==> config.mk <==
export PLATFORM = sky130hd
export DESIGN_NAME = hamming_corrector_display
export DESIGN_NICKNAME = d
export VERILOG_FILES = /design/src/rtl/hamming_corrector_display.sv
export SDC_FILE = /design/constraint.sdc
export NUM_CORES = 1
export LEC_CHECK = 0
export ABC_CLOCK_PERIOD_IN_PS = 3200
export CORE_ASPECT_RATIO = 0.5
export CORE_MARGIN = 2
export CORE_UTILIZATION = 51
export DETAILED_ROUTE_END_ITERATION = 7
export PLACE_DENSITY = 0.74
export SLEW_MARGIN = 10
export SYNTH_ARGS = -nofsm -noshare
export SYNTH_HDL_FRONTEND = slang
export SYNTH_SLANG_ARGS = --single-unit
==> constraint.sdc <==
create_clock -name clk -period 3.2 [get_ports clk]
set_input_delay 0.64 -clock clk [delete_from_list [all_inputs] [get_ports clk]]
set_output_delay 0.64 -clock clk [all_outputs]
set_load 0.005 [all_outputs]
==> src/rtl/hamming_corrector_display.sv <==
// hamming_corrector_display
// Final stage of a Hamming(8,4) SECDED receive path. A button press captures the
// received word and its syndrome. The block classifies the error and corrects a
// single-bit error. It holds the result and scans it onto two 7-segment digits.
//
// Ports
//   clk           system clock
//   rst           synchronous, active-high reset
//   boton         capture request (debounced, asynchronous level)
//   conmutador_8  received word {g0,w3,w2,w1,p2,w0,p1,p0}
//   sindrome      syndrome {g1,c2,c1,c0}
//   dato_corr     corrected data {w3,w2,w1,w0}
//   clase_error   00 none, 01 single corrected, 10 double detected
//   pos_error     0 none, 1..7 bit index+1, 8 = g0
//   valido        result valid
//   seg           segments {g,f,e,d,c,b,a}, active-low
//   an            digit enables, active-low; an[0] data digit, an[1] position digit
module hamming_corrector_display #(
  parameter int unsigned REFRESH_BITS = 16
) (
  input  logic       clk,
  input  logic       rst,
  input  logic       boton,
  input  logic [7:0] conmutador_8,
  input  logic [3:0] sindrome,
  output logic [3:0] dato_corr,
  output logic [1:0] clase_error,
  output logic [3:0] pos_error,
  output logic       valido,
  output logic [6:0] seg,
  output logic [1:0] an
);

  typedef enum logic [1:0] {StIdle, StCapture, StEval, StDone} state_e;

  state_e            state_q, state_d;
  logic              sync1_q, sync2_q, prev_q;
  logic              pulse;
  logic [7:0]        word_q;
  logic [3:0]        sind_q;
  logic [3:0]        dato_q, dato_d;
  logic [1:0]        clase_q, clase_d;
  logic [3:0]        pos_q, pos_d;
  logic [REFRESH_BITS-1:0] cnt_q;
  logic [6:0]        seg_q, seg_d;
  logic [1:0]        an_q, an_d;

  function automatic logic [6:0] hex7(input logic [3:0] v);
    logic [6:0] s;
    unique case (v)
      4'h0: s = 7'h40;
      4'h1: s = 7'h79;
      4'h2: s = 7'h24;
      4'h3: s = 7'h30;
      4'h4: s = 7'h19;
      4'h5: s = 7'h12;
      4'h6: s = 7'h02;
      4'h7: s = 7'h78;
      4'h8: s = 7'h00;
      4'h9: s = 7'h10;
      4'hA: s = 7'h08;
      4'hB: s = 7'h03;
      4'hC: s = 7'h46;
      4'hD: s = 7'h21;
      4'hE: s = 7'h06;
      4'hF: s = 7'h0E;
    endcase
    return s;
  endfunction

  // Rising edge of the synchronised button; one cycle wide.
  assign pulse = sync2_q & ~prev_q;

  always_comb begin
    state_d = state_q;
    unique case (state_q)
      StIdle:    if (pulse) state_d = StCapture;
      StCapture: state_d = StEval;
      StEval:    state_d = StDone;
      StDone:    if (pulse) state_d = StCapture;
      default:   state_d = StIdle;
    endcase
  end

  // Classification from the latched copies. c selects the failing bit (index c-1);
  // par is the overall parity including g0.
  always_comb begin
    logic [2:0] c;
    logic       par;
    logic [7:0] fixed;
    c       = sind_q[2:0];
    par     = sind_q[3] ^ word_q[7];
    fixed   = word_q;
    clase_d = 2'b00;
    pos_d   = 4'd0;
    if (c != 3'd0 && par) begin
      fixed   = word_q ^ (8'd1 << (c - 3'd1));
      clase_d = 2'b01;
      pos_d   = {1'b0, c};
    end else if (c == 3'd0 && par) begin
      clase_d = 2'b01;
      pos_d   = 4'd8;
    end else if (c != 3'd0 && !par) begin
      clase_d = 2'b10;
    end
    dato_d = {fixed[6], fixed[5], fixed[4], fixed[2]};
  end

  always_comb begin
    an_d = cnt_q[REFRESH_BITS-1] ? 2'b01 : 2'b10;
    if (state_q != StDone) begin
      seg_d = 7'h7F;
    end else if (!cnt_q[REFRESH_BITS-1]) begin
      seg_d = hex7(dato_q);
    end else if (clase_q == 2'b10) begin
      seg_d = 7'h21;
    end else begin
      seg_d = hex7(pos_q);
    end
  end

  always_ff @(posedge clk) begin
    if (rst) begin
      state_q <= StIdle;
      sync1_q <= 1'b0;
      sync2_q <= 1'b0;
      prev_q  <= 1'b0;
      word_q  <= 8'h00;
      sind_q  <= 4'h0;
      dato_q  <= 4'h0;
      clase_q <= 2'b00;
      pos_q   <= 4'h0;
      cnt_q   <= '0;
      seg_q   <= 7'h7F;
      an_q    <= 2'b11;
    end else begin
      state_q <= state_d;
      sync1_q <= boton;
      sync2_q <= sync1_q;
      prev_q  <= sync2_q;
      cnt_q   <= cnt_q + REFRESH_BITS'(1);
      seg_q   <= seg_d;
      an_q    <= an_d;
      if (state_q == StCapture) begin
        word_q <= conmutador_8;
        sind_q <= sindrome;
      end
      if (state_q == StEval) begin
        dato_q  <= dato_d;
        clase_q <= clase_d;
        pos_q   <= pos_d;
      end
    end
  end

  assign dato_corr   = dato_q;
  assign clase_error = clase_q;
  assign pos_error   = pos_q;
  assign valido      = (state_q == StDone);
  assign seg         = seg_q;
  assign an          = an_q;

endmodule
# Yosys cells after proc, flatten, opt, wreduce, memory -nomap -nowiden
# Memory sizes are Yosys's and may differ from the RTL's. A register that Yosys moved wholly into a read port is not among the register bits.
# Index checks and enable logic that the tools add are counted.
[word_totals]
regBits = 52
mem_bits_ro = 224
out_inout_bits = 20
n_memories = 2
[memory_table]
columns = ["name", "depth", "word_bits", "rd", "rd_ports_with_merged_regs", "wr", "line_no", "text"]
rows = [
  ["(no name shown)", 16, 7, 1, 1, 0, "50", "unique case (v)"],
  ["(no name shown)", 16, 7, 1, 1, 0, "50", ""],
]
[classes]
n_addsub = 2
n_eq_ne = 6
n_shift = 1
muxes = 15
n_bitwise = 4
n_reduce_logical = 9
[op_table]
columns = ["operator", "count"]
rows = [
  ["4-bit 2-to-1 mux", 6],
  ["7-bit 2-to-1 mux", 3],
  ["16-bit by 1-bit adder with 16-bit output (second input constant)", 1],
  ["2-bit 2-to-1 mux", 5],
  ["1-bit by 3-bit left shift with 7-bit output (first input constant)", 1],
  ["7-bit XOR", 1],
  ["2-bit == test (second input constant)", 3],
  ["2-bit case mux with 3 select lines", 1],
  ["2-bit OR reduction", 2],
  ["1-bit logical AND", 3],
  ["3-bit logical NOT", 1],
  ["3-bit nonzero test", 1],
  ["3-bit by 1-bit subtractor with 3-bit output (second input constant)", 1],
  ["2-bit by 1-bit == test with 1-bit output (second input constant)", 1],
  ["2-bit logical NOT", 1],
  ["2-bit by 1-bit inequality test with 1-bit output (second input constant)", 1],
  ["2-bit inequality test (second input constant)", 1],
  ["1-bit AND", 1],
  ["1-bit logical NOT", 1],
  ["1-bit NOT", 1],
  ["1-bit XOR", 1],
]

# Logic depth before layout (Yosys ltp)
[depth]
depth_word = 6
depth_mapped = 12
depth_no_buf = 11

# Least setup slack after synthesis
# Ideal clock, no wire load.
[synth_path]
kind = "flip-flop to flip-flop"
start = "register state_q[0]"
end = "register (tool-made name)"
arrival_ps = 2472
t_required_ps = 3066
path_slack_ps = 594
path_stages_with_launch = 11
n_path_buf = 2
synth_period_minus_slack_ps = 2606
cell_sequence = "dfxtp_1 > inv_1 > ha_1 > buf_1 > clkbuf_1 > nor2_1 > a211oi_1 > inv_1 > ha_1 > mux2i_1 > o22ai_1"
[synth_lines]
columns = ["element", "line_no", "text"]
rows = [
  ["from (decl)", "36", "state_e state_q, state_d;"],
  ["from (signal assigned)", "124", "state_q <= StIdle;"],
  ["from (signal assigned)", "137", "state_q <= state_d;"],
]

==> results.txt <==
----------------------------------------------------
[Run status]
  Result of the run ... complete, no violations

[Timing]
  Worst Hold Margin ... 0.438 ns
  Final setup violating endpoints ... 0
  Highest attainable clock frequency ... between 300 and 400 MHz
  Final Hold Viols ... 0
  Setup repair after global routing missed its margin ... no
  Worst slew pin tran ... about 0.60 ns
  Total negative slack for setup checks ... 0 ns
  Clock Skew ... about 0.0042 ns
  Slew HR ... 0.597
  Pins Over Slew Limit ... 0
  Min Tclk post-route ... approximately 2.5 ns
  Fraction of the cycle the final worst path needs ... 0.794

[Yosys]
  Post-synthesis adder-cell area fraction ... 0.0670
  Basic-gate share of the synthesized area counting and, or, nand and nor cells ... 0.190
  Flip-flop cell with the highest count after synthesis ... dfxtp_1
  #FFs+latches synth ... 63
  Synthesized Nets ... 332
  Instance count of the mapped netlist ... around 300
  Post-synth EDFFs ... 0
  Cell type with the highest aggregate area in the netlist ... dfxtp_1
  Share of the synthesized netlist area taken by xor and xnor gates ... 0.0500
  Netlist cell types ... between 40 and 50
  Fraction of the mapped netlist area in compound gates ... 0.123
  Mean cell area of the mapped netlist ... between 9 and 10 µm²
  Proportion of register bits with asynchronous set or reset after synthesis ... 0
  Main combinational cell family by area after synthesis ... simple AND/OR/NAND/NOR gates
  Largest cells by area after synthesis ... dfxtp_1 45%, mux2i_1 7.5%, ha_1 6.7%
  Portion of the post-synthesis area used by sequential elements ... 0.450
  Fraction of synthesized cell area taken by the top area cell type ... 0.450
  YS warnings ... 0
  Multiplexer share of the synthesized area ... 0.0791
  Summed instance area of the synthesized netlist ... about 2800 µm²

[Floorplan]
  Die Span Y ... between 50 and 60 µm
  Number of core rows ... 18
  Core box area ... between 5000 and 6000 µm²
  Floorplan die area ... 6140 µm²
  Starting density of the core ... 0.548
  IO Count ... 35
  Die width ... 109 µm

[CTS]
  Clock latency reported for the late side of the worst-skew pair ... approximately 0.34 ns
  Number of buffers inserted during clock tree synthesis ... 9
  Number of levels the H-tree was split into ... 3
  Clock root cell ... clkbuf_8
  Clk sinks ... 63
  Number of buffers inserted to repair setup after CTS ... 0
  Number of hold-repair buffers added at the cts stage ... 0
  Clock input transition at the sequential cells of the worst setup and hold paths ... approximately 0.060 ns
  Clock tree from TritonCTS ... yes
  Post-CTS sizing ... 0
  Worst-case clock buffer depth ... 2

[Power]
  Sequential group share of total power ... 0.425
  Reported net switching power ... about 0.00072 W
  Cell area power density ... about 700 nW/µm²
  Total leakage power ... roughly 1.2 nW
  Clock share of power ... 0.263
  Share of total power consumed by net switching ... 0.313
  Share of total power in combinational logic ... 0.312
  Internal power of the cells ... roughly 0.0016 W
  Maximum vdd drop ... 0.457 mV

[Detailed routing]
  Antenna violation net count after detailed routing ... 0
  Average via count per standard cell ... between 5 and 6
  Detail-routed net length per standard cell ... about 12 µm
  Detailed-route via count ... 2130
  Number of detailed-routing iterations run before antenna repair ... 4
  DR iter-0 viols ... 78
  Total routed wirelength ... about 5000 µm
  DRC Markers ... 0

[Finish]
  Number of nets at the end of the flow ... about 360
  Fraction of layout instances using a drive strength above 1 ... 0.0828
  Diode count ... 0
  Layout overhead on the synthesized area ... 19.5%

[GRT]
  Grt ovf ... 0
  GRT Util Overall ... 0.181
  Vias in the first global route ... just under 2000
  Maximum number of pins on one net before global-route repair ... 34
  First-pass GRT wire length ... 8490 µm
  Initial antenna violation count ... 0

[Worst setup path]
  Setup CP Type ... flip-flop to flip-flop
  Delay of the slowest cell on the worst path ... about 0.55 ns
  Chain of cells forming the critical path ... xnor2_1, or4_1, a311oi_2, inv_1, ha_1, mux2i_1, a32o_1
  Cell with the largest stage delay on the worst path ... or4_1
  Worst setup EP type ... flip-flop
  Maximum net fanout on the critical path ... 7
  Arrival time of data at the critical path endpoint ... 2.77 ns
  Launching element type of the critical path ... flip-flop
  Required arrival time at the worst endpoint ... roughly 3.4 ns

[Place]
  I/O Buffers ... 31
  GP Congestion ... ~0.80
  Post-detailed-placement half-perimeter wirelength ... around 3600 µm

[Worst hold path]
  Worst hold path type ... flip-flop to flip-flop

[Run]
  Maxcap violations ... 0

----------------------------------------------------
Yosys cell counts (2+ instances only):
master and n:
dfxtp_1 63, nor2_1 34, nand2_1 26, mux2i_1 21
ha_1 15, inv_1 14, clkbuf_1 12, o21ai_0 12
nand3_1 10, nor2b_1 9, xor2_1 9, a21oi_1 8
xnor2_1 7, nand2b_1 6, a211oi_1 4, a31oi_1 4
nor3_1 4, o22ai_1 4, or3_1 4, nand3b_1 3
nand4_1 3, or2_2 3, a311oi_2 2, a31o_2 2
and3_1 2, and4_1 2, buf_1 2, o31ai_1 2
cells by family after synthesis:
logic type / Yosys count
simple gates: 109
flops: 63
compound gates: 48
buf+inv: 29
mux: 22
xor+xnor: 16
fa+ha+maj: 15
power by group through the flow:
stage	clock [W]	combinational [W]	sequential (W)
after floorplan	0	0.000521	0.000975
after global placement	0	0.000703	0.000992
after detailed placement	0	0.000724	0.000997
after CTS	0.000627	0.000725	0.000981
after global routing	0.000667	0.000801	0.000993
final	0.000607	0.000721	0.000980
routing by layer:
metal	global-route usage	vias to the layer above	wire length [µm]
li1	-	1102	-
met1	0.214	985	2360
met2	0.290	41	2380
met3	0.0906	2	256
met4	0.0531	0	23
met5	0	-	0
stage by stage:
step                      power (W)  cell area (µm²)  std cells  setup slack [ns]  utilization
after CTS                   0.00233             3350        408             0.654        0.655
final                       0.00231             3350        408             0.660        0.655
after detailed placement    0.00172             3170        393             0.661        0.620
after global routing        0.00246             3350        408             0.506        0.655
after floorplan             0.00150             2800        302             0.594            -
after global placement      0.00169             3170        393             0.736        0.620
layout make-up:
type	instances	area, µm²
clock buffer	15	176
tap	70	87.6
multi-input combinational	210	1430
timing repair buffer	36	343
sequential	63	1260
fill	407	1770
inverter	14	52.6
cells in the final DEF, fill, tap and decap left out, types with 8 or more instances in the layout:
| master | n |
|---|---|
| a21oi_1 | 8 |
| clkbuf_8 | 12 |
| clkdlybuf4s50_1 | 30 |
| dfxtp_1 | 63 |
| ha_1 | 15 |
| inv_1 | 14 |
| mux2i_1 | 21 |
| nand2_1 | 26 |
| nand3_1 | 10 |
| nor2_1 | 34 |
| nor2b_1 | 9 |
| o21ai_0 | 12 |
| xor2_1 | 9 |
worst paths after layout:
| kind | depth (start not counted) | endpoint | slack, ns | startpoint |
|---|---|---|---|---|
| worst min-delay path | 1 | sync2_q | 0.44 | sync1_q |
| worst min register to register | 1 | sync2_q | 0.44 | sync1_q |
| worst max register to register | 7 | flip-flop | 0.66 | sind_q[3] |
| worst max-delay path | 7 | flip-flop | 0.66 | sind_q[3] |
worst max-delay path: cells and delay by family (launching register included):
| family | cells | cell delay, ns |
|---|---|---|
| muxes | 1 | 0.06 |
| AOI/OAI and AO/OA | 2 | 0.73 |
| DFF | 1 | 0.38 |
| buffers and inverters | 1 | 0.19 |
| xor gates and xnor gates | 1 | 0.19 |
| and+or+nand+nor | 1 | 0.55 |
| adders and majority gates | 1 | 0.33 |
Note: power is estimated with default switching activity, not from simulation.
